[src/rtl/vga_stream_pkg.sv]
// vga_stream_pkg: controller state type, default 640x480@60 timing and colour-bar helper
package vga_stream_pkg;
  typedef enum logic [1:0] {IDLE, PRIME, RUN} state_t;
  localparam int DEF_H_ACTIVE = 640;
  localparam int DEF_H_FP = 16;
  localparam int DEF_H_SYNC = 96;
  localparam int DEF_H_BP = 48;
  localparam int DEF_V_ACTIVE = 480;
  localparam int DEF_V_FP = 10;
  localparam int DEF_V_SYNC = 2;
  localparam int DEF_V_BP = 33;
  function automatic logic [2:0] bar_color(input int unsigned h, input int unsigned h_active);
    return 3'((h * 8) / h_active);
  endfunction
endpackage

[src/rtl/vga_stream_fifo.sv]
// vga_stream_fifo: synchronous show-ahead FIFO with flush and occupancy count
module vga_stream_fifo #(
  parameter int WIDTH = 12,
  parameter int DEPTH = 16
) (
  input  logic                     clk,
  input  logic                     rst,
  input  logic                     flush,
  input  logic                     push,
  input  logic                     pop,
  input  logic [WIDTH-1:0]         din,
  output logic [WIDTH-1:0]         dout,
  output logic                     full,
  output logic                     empty,
  output logic [$clog2(DEPTH):0]   count
);
  localparam int AW = $clog2(DEPTH);
  localparam int CW = AW + 1;
  logic [WIDTH-1:0] mem [DEPTH];
  logic [AW-1:0] wr_ptr, rd_ptr;
  logic wr, rd;
  assign rd = pop && !empty;
  // a full FIFO still accepts a push when the same cycle pops
  assign wr = push && (!full || rd);
  assign full = count == CW'(DEPTH);
  assign empty = count == '0;
  assign dout = mem[rd_ptr];
  always_ff @(posedge clk)
    if (wr) mem[wr_ptr] <= din;
  always_ff @(posedge clk) begin
    if (rst || flush) begin
      wr_ptr <= '0;
      rd_ptr <= '0;
      count <= '0;
    end else begin
      wr_ptr <= wr_ptr + AW'(wr);
      rd_ptr <= rd_ptr + AW'(rd);
      count <= count + CW'(wr) - CW'(rd);
    end
  end
endmodule

[src/rtl/vga_stream_ctrl.sv]
// vga_stream_ctrl: streamed-pixel VGA timing generator with FIFO priming and underflow flag.
// Defining VGA_STREAM_TEST_PATTERN_EN adds test_pattern_i, showing 8 vertical colour bars.
module vga_stream_ctrl
  import vga_stream_pkg::*;
#(
  parameter int COLOR_W = 4,
  parameter int H_ACTIVE = DEF_H_ACTIVE,
  parameter int H_FP = DEF_H_FP,
  parameter int H_SYNC = DEF_H_SYNC,
  parameter int H_BP = DEF_H_BP,
  parameter int V_ACTIVE = DEF_V_ACTIVE,
  parameter int V_FP = DEF_V_FP,
  parameter int V_SYNC = DEF_V_SYNC,
  parameter int V_BP = DEF_V_BP,
  parameter int PIX_DIV = 2,
  parameter bit HSYNC_POL = 1'b0,
  parameter bit VSYNC_POL = 1'b0,
  parameter int FIFO_DEPTH = 16,
  localparam int HT = H_ACTIVE + H_FP + H_SYNC + H_BP,
  localparam int VT = V_ACTIVE + V_FP + V_SYNC + V_BP,
  localparam int HW = $clog2(HT),
  localparam int VW = $clog2(VT)
) (
  input  logic                   clk,
  input  logic                   rst,
  input  logic                   enable_i,
`ifdef VGA_STREAM_TEST_PATTERN_EN
  input  logic                   test_pattern_i,
`endif
  input  logic                   pix_valid_i,
  input  logic [3*COLOR_W-1:0]   pix_data_i,
  output logic                   pix_ready_o,
  input  logic                   underflow_clr_i,
  output logic                   underflow_o,
  output logic                   sof_o,
  output logic [HW-1:0]          h_cnt_o,
  output logic [VW-1:0]          v_cnt_o,
  output logic [COLOR_W-1:0]     R_o,
  output logic [COLOR_W-1:0]     G_o,
  output logic [COLOR_W-1:0]     B_o,
  output logic                   hSYNC_o,
  output logic                   vSYNC_o
);
  localparam int PW = 3 * COLOR_W;
  localparam int DW = PIX_DIV > 1 ? $clog2(PIX_DIV) : 1;
  state_t state;
  logic [DW-1:0] div;
  logic [31:0] hx, vx;
  logic tick, active, fifo_full, fifo_empty, pop, set_uf, pat;
  logic [PW-1:0] head, pat_rgb, rgb;
  logic [$clog2(FIFO_DEPTH):0] count;
  assign hx = 32'(h_cnt_o);
  assign vx = 32'(v_cnt_o);
  assign tick = state == RUN && enable_i && 32'(div) == PIX_DIV - 1;
  assign active = hx < H_ACTIVE && vx < V_ACTIVE;
  assign pop = tick && active && !pat && !fifo_empty;
  assign set_uf = tick && active && !pat && fifo_empty;
  assign pix_ready_o = !fifo_full && state != IDLE;
  assign {R_o, G_o, B_o} = rgb;
`ifdef VGA_STREAM_TEST_PATTERN_EN
  logic [2:0] bar;
  assign pat = test_pattern_i;
  assign bar = bar_color(hx, H_ACTIVE);
  assign pat_rgb = {{COLOR_W{bar[2]}}, {COLOR_W{bar[1]}}, {COLOR_W{bar[0]}}};
`else
  assign pat = 1'b0;
  assign pat_rgb = '0;
`endif
  vga_stream_fifo #(.WIDTH(PW), .DEPTH(FIFO_DEPTH)) u_fifo (
    .clk(clk),
    .rst(rst),
    .flush(!enable_i || state == IDLE),
    .push(pix_valid_i && pix_ready_o),
    .pop(pop),
    .din(pix_data_i),
    .dout(head),
    .full(fifo_full),
    .empty(fifo_empty),
    .count(count)
  );
  // dropping enable abandons the frame immediately, same as reset except the sticky flag
  always_ff @(posedge clk) begin
    if (rst || !enable_i) begin
      state <= IDLE;
      div <= '0;
      h_cnt_o <= '0;
      v_cnt_o <= '0;
      rgb <= '0;
      hSYNC_o <= ~HSYNC_POL;
      vSYNC_o <= ~VSYNC_POL;
      sof_o <= 1'b0;
    end else begin
      sof_o <= tick && hx == 0 && vx == 0;
      if (state == IDLE) state <= PRIME;
      else if (state == PRIME) state <= 32'(count) >= FIFO_DEPTH / 2 ? RUN : PRIME;
      else begin
        div <= tick ? '0 : div + DW'(1);
        if (tick) begin
          rgb <= !active ? '0 : pat ? pat_rgb : fifo_empty ? '0 : head;
          hSYNC_o <= (hx >= H_ACTIVE + H_FP && hx < H_ACTIVE + H_FP + H_SYNC) ? HSYNC_POL : ~HSYNC_POL;
          vSYNC_o <= (vx >= V_ACTIVE + V_FP && vx < V_ACTIVE + V_FP + V_SYNC) ? VSYNC_POL : ~VSYNC_POL;
          h_cnt_o <= hx == HT - 1 ? '0 : h_cnt_o + HW'(1);
          if (hx == HT - 1) v_cnt_o <= vx == VT - 1 ? '0 : v_cnt_o + VW'(1);
        end
      end
    end
  end
  always_ff @(posedge clk)
    if (rst) underflow_o <= 1'b0;
    else if (set_uf) underflow_o <= 1'b1;
    else if (underflow_clr_i) underflow_o <= 1'b0;
endmodule

[config.mk]
export PLATFORM = sky130hd
export DESIGN_NAME = vga_stream_ctrl
export DESIGN_NICKNAME = d
export VERILOG_FILES = /design/src/rtl/vga_stream_pkg.sv /design/src/rtl/vga_stream_fifo.sv /design/src/rtl/vga_stream_ctrl.sv
export SDC_FILE = /design/constraint.sdc
export NUM_CORES = 1
export LEC_CHECK = 0
export ABC_AREA = 1
export BUFFER_PORTS_ARGS = -buffer_cell sky130_fd_sc_hd__buf_2
export CAP_MARGIN = 20
export CORE_MARGIN = 10
export CORE_UTILIZATION = 36
export DETAILED_ROUTE_END_ITERATION = 12
export SKIP_LAST_GASP = 1
export SYNTH_ARGS = -nofsm -noshare
export SYNTH_HDL_FRONTEND = slang
export SYNTH_HIERARCHICAL = 1
export SYNTH_SLANG_ARGS = --single-unit
[constraint.sdc]
create_clock -name clk -period 4.6 [get_ports clk]
set_input_delay 0.23 -clock clk [delete_from_list [all_inputs] [get_ports clk]]
set_output_delay 0.23 -clock clk [all_outputs]
set_load 0.01 [all_outputs]
Word level (Yosys, flattened, before mapping)
Memory sizes are Yosys's and may differ from the RTL's. A register that Yosys moved wholly into a read port is not among the register bits.
Cells that the tools add are included.
{"block": "word_totals", "ff_bits": 52, "ram_bits": 192, "elab_cells": 82, "mem_count": 1}
{"name": "u_fifo.mem", "words": 16, "width": 12, "rd": 1, "rd_clocked_by_memory_dff": 1, "wr": 1, "line": "vga_stream_fifo.sv:19", "source": "logic [WIDTH-1:0] mem [DEPTH];"}
{"block": "classes", "addsub": 7, "magnitude_cmp": 7, "eq_ne": 5, "n_mux": 15, "bitwise": 2, "n_reduce_logical": 32}
{"op": "32-bit zero test", "count": 2}
{"op": "12-bit 2-to-1 mux", "count": 2}
{"op": "10-bit by 1-bit adder with 10-bit output (second input constant)", "count": 2}
{"op": "10-bit equality test (second input constant)", "count": 2}
{"op": "10-bit less-than comparator (second input constant)", "count": 2}
{"op": "10-bit by 9-bit less-than comparator with 1-bit output (second input constant)", "count": 2}
{"op": "10-bit 2-to-1 mux", "count": 2}
{"op": "1-bit logical AND", "count": 14}
{"op": "10-bit >= comparator (second input constant)", "count": 1}
{"op": "10-bit by 9-bit >= comparator with 1-bit output (second input constant)", "count": 1}
{"op": "1-bit 2-to-1 mux", "count": 9}
{"op": "4-bit by 1-bit adder with 4-bit output", "count": 2}
{"op": "2-bit nonzero test", "count": 3}
{"op": "5-bit by 1-bit adder with 5-bit output", "count": 1}
{"op": "5-bit equality test (second input constant)", "count": 1}
{"op": "5-bit by 4-bit >= comparator with 1-bit output (second input constant)", "count": 1}
{"op": "5-bit zero test", "count": 1}
{"op": "5-bit by 1-bit subtractor with 5-bit output", "count": 1}
{"op": "1-bit logical OR", "count": 4}
{"op": "4-bit 2-to-1 mux", "count": 1}
{"op": "4-bit AND reduction", "count": 1}
{"op": "1-bit zero test", "count": 3}
{"op": "3-bit AND reduction", "count": 1}
{"op": "2-bit by 1-bit equality test with 1-bit output (second input constant)", "count": 1}
{"op": "other kinds (7)", "count": 8}

Depth between registers and ports, before layout
{"block": "logic_depth", "depth_word": 10, "depth_mapped": 22}

Modules after synthesis
Netlist, hierarchy kept.
{"mod": "vga_stream_fifo", "n_inst": 1, "cells_each": 889, "area_per_inst_um2": 9033.7, "seq_area_each_um2": 6025.8}
{"mod": "vga_stream_ctrl", "n_inst": 1, "cells_each": 316, "area_per_inst_um2": 2188.3, "seq_area_each_um2": 780.7}

Least setup slack after synthesis
OpenSTA, ideal clock, no wires.
{"block": "synth_timing", "kind": "register -> register", "startpoint": "reg u_fifo.count[3]", "endpoint": "mem u_fifo.mem[4][0] (enable)", "setup_time_ns": 0.396, "arrival_time_ns": 2.328, "required_time_ns": 4.204, "slack_ns": 1.876, "path_stages_with_launch": 9, "path_buffers": 1, "synth_period_minus_slack_ns": 2.724, "cell_sequence": "dfxtp_1 > inv_1 > ha_1 > nand4_1 > inv_1 > nor3b_1 > o21ai_2 > buf_4 > nor3_1"}
{"item": "start: declaration", "line": "vga_stream_fifo.sv:15", "source": "output logic [$clog2(DEPTH):0] count"}
{"item": "start signal: assignment", "line": "vga_stream_fifo.sv:38", "source": "count <= count + CW'(wr) - CW'(rd);"}
{"item": "5-bit equality test *", "line": "vga_stream_fifo.sv:25", "source": "assign full = count == CW'(DEPTH);"}
{"item": "net fifo_full", "line": "vga_stream_ctrl.sv:49", "source": "logic tick, active, fifo_full, fifo_empty, pop, set_uf, pat;"}
{"item": "1-bit zero test *", "line": "vga_stream_fifo.sv:24, vga_stream_ctrl.sv:58"}
{"item": "1-bit logical AND", "line": "vga_stream_ctrl.sv:58", "source": "assign pix_ready_o = !fifo_full && state != IDLE;"}
{"item": "1-bit logical AND", "line": "vga_stream_ctrl.sv:73", "source": ".push(pix_valid_i && pix_ready_o),"}
{"item": "1-bit logical AND *", "line": "vga_stream_fifo.sv:24", "source": "assign wr = push && (!full || rd);"}
{"item": "1-bit 2-to-1 mux *", "line": "vga_stream_fifo.sv:29", "source": "if (wr) mem[wr_ptr] <= din;"}
{"item": "1-bit 2-to-1 mux (implied by the code) *", "line": "vga_stream_fifo.sv:29"}
{"item": "end: declaration", "line": "vga_stream_fifo.sv:19"}
The timed path passes the listed nets; every way through them passes the cells marked *.

Final worst setup path
{"block": "layout_timing", "startpoint": "reg h_cnt_o[7]", "endpoint": "reg u_fifo.count[4]"}
{"block": "layout_via", "elab_chain_cells": 9}
{"item": "start: declaration", "line": "vga_stream_ctrl.sv:36", "source": "output logic [HW-1:0] h_cnt_o,"}
{"item": "start signal: assignment", "line": "vga_stream_ctrl.sv:102", "source": "h_cnt_o <= hx == HT - 1 ? '0 : h_cnt_o + HW'(1);"}
{"item": "10-bit less-than comparator *", "line": "vga_stream_ctrl.sv:55", "source": "assign active = hx < H_ACTIVE && vx < V_ACTIVE;"}
{"item": "1-bit logical AND *", "line": "vga_stream_ctrl.sv:55"}
{"item": "1-bit logical AND * (2 in a row)", "line": "vga_stream_ctrl.sv:56", "source": "assign pop = tick && active && !pat && !fifo_empty;"}
{"item": "net pop", "line": "vga_stream_ctrl.sv:49"}
{"item": "1-bit logical AND *", "line": "vga_stream_fifo.sv:22", "source": "assign rd = pop && !empty;"}
{"item": "1-bit logical OR", "line": "vga_stream_fifo.sv:24"}
{"item": "1-bit logical AND", "line": "vga_stream_fifo.sv:24"}
{"item": "5-bit by 1-bit adder with 5-bit output", "line": "vga_stream_fifo.sv:38"}
{"item": "5-bit by 1-bit subtractor with 5-bit output *", "line": "vga_stream_fifo.sv:38"}
Marks and branches as above.
A chain may end at the register's enable or synchronous reset.

==> flow_metrics.py <==
metrics = {
    "die": {
        "core_sq_um": 30700,
        "die_width_um": 197,
        "dieArea_sq_um": 38600,
        "pin_count": 54,
        "rows": 64,
        "initial_core_util_pct": 36.6,
        "die_y_um": 197,
    },
    "power": {
        "seqPwrFrac_pct": 52.4,
        "combPwrFrac_pct": 1.8,
        "p_clk_share_pct": 45.8,
        "leakagePower_nw": 5.36,
        "internal_power_mw": 3.64,
        "power_density_nw_per_um2": 358,
        "power.switching_mw": 0.899,
        "p_sw_share_pct": 19.8,
        "peakVddDrop_uv": 265,
    },
    "final_layout": {
        "area_growth_pct": 12.8,
        "drive_gt1_share_pct": 10.9,
        "final_nets": 1272,
        "layoutNonFillerInstCount": 1657,
        "design_area_sq_um": 12700,
        "antenna_cells": 0,
    },
    "setup_path": {
        "reg2reg_slack_ps": 1540,
        "crit_start": "h_cnt_o[7]",
        "critPathCaptureType": "flip-flop",
        "critPathLaunchType": "flip-flop",
        "cpMaxStageDelayCell": "o21ai_1",
        "worstPathArrival_ps": 3510,
        "crit_top_cell": "nand2_1",
        "crit_fanout": 14,
        "r2r-end": "u_fifo/count[4]",
        "rr_startpoint": "h_cnt_o[7]",
        "crit_chain": "o21ai_1 -> nand3_1 -> nor2_1 -> o21ai_0 -> nor2_1 -> inv_1 -> nand2_1 -> ha_1 -> inv_1 -> fa_1 -> inv_1 -> nand2_1 -> nand2_1 -> a21oi_1 -> nand2_1 -> nand2_1 -> nor2_1",
        "cp_slowest_stage_delay_ps": 710,
        "rr_worst_depth": 17,
        "path_class": "flip-flop to flip-flop",
        "critPathRequiredTime_ps": 5050,
    },
    "sta": {
        "worst_pin_slew_ps": 1050,
        "tns_ps": 0,
        "rsz0062_at_grt": "no",
        "hold_viol": 0,
        "setup_violations": 0,
        "timing.fmax_mhz": 327,
        "finalClockSkew_ps": 14.7,
        "final.min_clock_period_ps": 3060,
        "period_share_pct": 66.5,
        "timing.final.ws_setup_ps": 1540,
        "slew_headroom_pct": 29.5,
        "finalMaxSlewViolations": 0,
    },
    "placement": {
        "postPlaceCellArea_sq_um": 11800,
        "place_ws_ps": 1560,
        "gp_congestion": 0.887,
        "dp_cells": 1606,
        "hpwl_mm": 18.2,
        "portBuffers": 53,
    },
    "status": {
        "status": "completed",
    },
    "drt": {
        "drt_wl_total_mm": 28.0,
        "wl_met3_mm": 1.25,
        "ant_nets": 0,
        "met2WireLength_mm": 13.8,
        "dr.max_layer_used": "met4",
        "drt-initial-drc-count": 645,
        "via_count": 7978,
        "first_pass_iters": 5,
        "wl_met1_mm": 12.2,
        "via_per_inst": 4.81,
        "route.detailed.drc": 0,
        "wl_per_cell_um": 16.9,
    },
    "grt": {
        "overflow": 0,
        "antenna_found_initial": 0,
        "grt_start_max_net_pins": 97,
        "grt.total_usage_pct": 14.2,
        "grt_pass1_vias": 7829,
        "grt_pass1_wl_mm": 43.7,
    },
    "cts": {
        "root_buffer": "clkbuf_16",
        "clk_pin_slew_ps": 70,
        "cts_max_level": 1,
        "cts_buffer_depth": 3,
        "postCtsSetupRepairBufs": 0,
        "cts_inserted_buffers": 26,
        "insertion_delay_ps": 530,
        "cts_tree": "built",
        "cts-hold-fix-buffers": 2,
        "cts.sinks": 244,
        "cts_resized": 0,
    },
    "worst_hold_path": {
        "hold_depth": 1,
        "worstHoldEndpoint": "u_fifo/mem[8][10]",
        "hold_class": "primary input to flip-flop",
        "hp-start": "pix_data_i[10]",
    },
    "yosys": {
        "synth.distinct_cells": 37,
        "yosysSeqAreaShare_pct": 60.7,
        "synth_cells": 1205,
        "syn_nets": 1236,
        "yosys_warnings": 6,
        "ys_ff_latch": 244,
        "synth_area_per_cell_sq_um": 9.31,
        "netlist_area_sq_um": 11200,
    },
    "flow_run": {
        "max-cap-violations": 0,
    },
}
[how the worst max path moves through the flow]
stage / to / slack, ps / cells after the start
after floorplan: u_fifo/mem[4][0] / 1880 / 8
after global placement: u_fifo/count[4] / 1600 / 17
after detailed placement: u_fifo/count[4] / 1560 / 17
after CTS: u_fifo/count[4] / 1550 / 17
after global routing: u_fifo/count[4] / 1110 / 17
final: u_fifo/count[4] / 1540 / 17
[power by group through the flow]
stage | clock network [mW] | logic (mW) | registers (mW)
2_1_floorplan | 0 | 0.0234 | 2.43
3_3_place_gp | 0 | 0.0822 | 2.43
3_5_place_dp | 0 | 0.0822 | 2.43
4_1_cts | 2.11 | 0.0833 | 2.38
5_1_grt | 2.21 | 0.0886 | 2.38
6_report | 2.08 | 0.0816 | 2.38
[worst max-delay path: cells and delay by family, from the launching register on]
family	cells	cell delay, ps
AO/OA/AOI/OAI	3	950
adder cells (fa/ha/maj)	2	530
buffers and inverters	3	200
flip-flops	1	390
AND/OR/NAND/NOR	9	920
[cell families (layout without fill, tap and decap cells)]
logic type	count (synthesis)	count (layout)	share of synthesized area, %
DFF	244	244	60.7
AOI/OAI and AO/OA	42	42	1.91
xor gates and xnor gates	10	10	0.780
buffers and inverters	273	329	10.4
adders and majority gates	14	14	1.63
and+or+nand+nor	622	622	24.6
[synthesized netlist by cell type, drive strengths merged]
cell type  number  share of area [%]
ha             13                1.4
nor4            2               0.11
xnor2           4               0.31
inv           219                7.3
or2             1              0.056
buf            46                2.8
o21ai          14               0.66
dfxtp          52                9.3
and3            1              0.056
a21oi          28                1.2
nor2           59                2.5
nor3           25                1.2
clkbuf          7               0.23
nand4          22                1.4
edfxtp        192                 51
fa              1               0.18
xor2            6               0.47
nor3b           2               0.18
nand2         343                 12
nand3         167                7.5
clkinv          1              0.045
[state kept, by name, summed over array words and instances (netlist names), 2 cells and up]
name	cells
v_cnt_o	10
u_fifo/wr_ptr	4
u_fifo/count	5
h_cnt_o	10
state	2
u_fifo/rd_ptr	4
rgb	12
u_fifo/mem	192
[per-layer routing]
layer	track usage (%)	vias to the layer above
met5	0	-
li1	-	3953
met1	18.5	3775
met4	4.52	0
met2	24.1	200
met3	1.82	50
[per-stage QoR]
step / total power [mW] / util (%) / hold slack, ps
6_report: 4.54 / 41.3 / 168
5_1_grt: 4.68 / 41.3 / 170
4_1_cts: 4.58 / 41.2 / 165
3_5_place_dp: 2.51 / 38.4 / 431
3_3_place_gp: 2.51 / 38.4 / 422
2_1_floorplan: 2.45 / - / 299
[cell usage in the layout (no fill, tap or decap), types with 3 or more instances in the layout]
cell type	netlist	final
xnor2_1	4	4
inv_1	215	215
o21ai_0	11	11
nor3_2	1	17
inv_2	3	3
nand4_1	21	21
dfxtp_1	52	50
clkbuf_16	0	28
buf_2	25	53
clkinv_1	0	5
clkbuf_1	7	4
xor2_1	6	6
nand3_1	165	165
buf_4	9	5
clkinv_2	1	6
nor2_1	52	52
ha_1	13	13
a21oi_1	28	28
nand2_1	339	339
nor2_4	3	3
nor3_1	24	8
edfxtp_1	192	192
[layout make-up]
cell class,count,area [sq um]
flip-flops and latches,244,6810
clock inverters,14,121
clock buffers,34,743
fillers,2988,18000
multi-input cells,688,3330
well taps,396,495
inverters,220,830
repair buffers,61,334
Power figures use the tool's default switching activity.
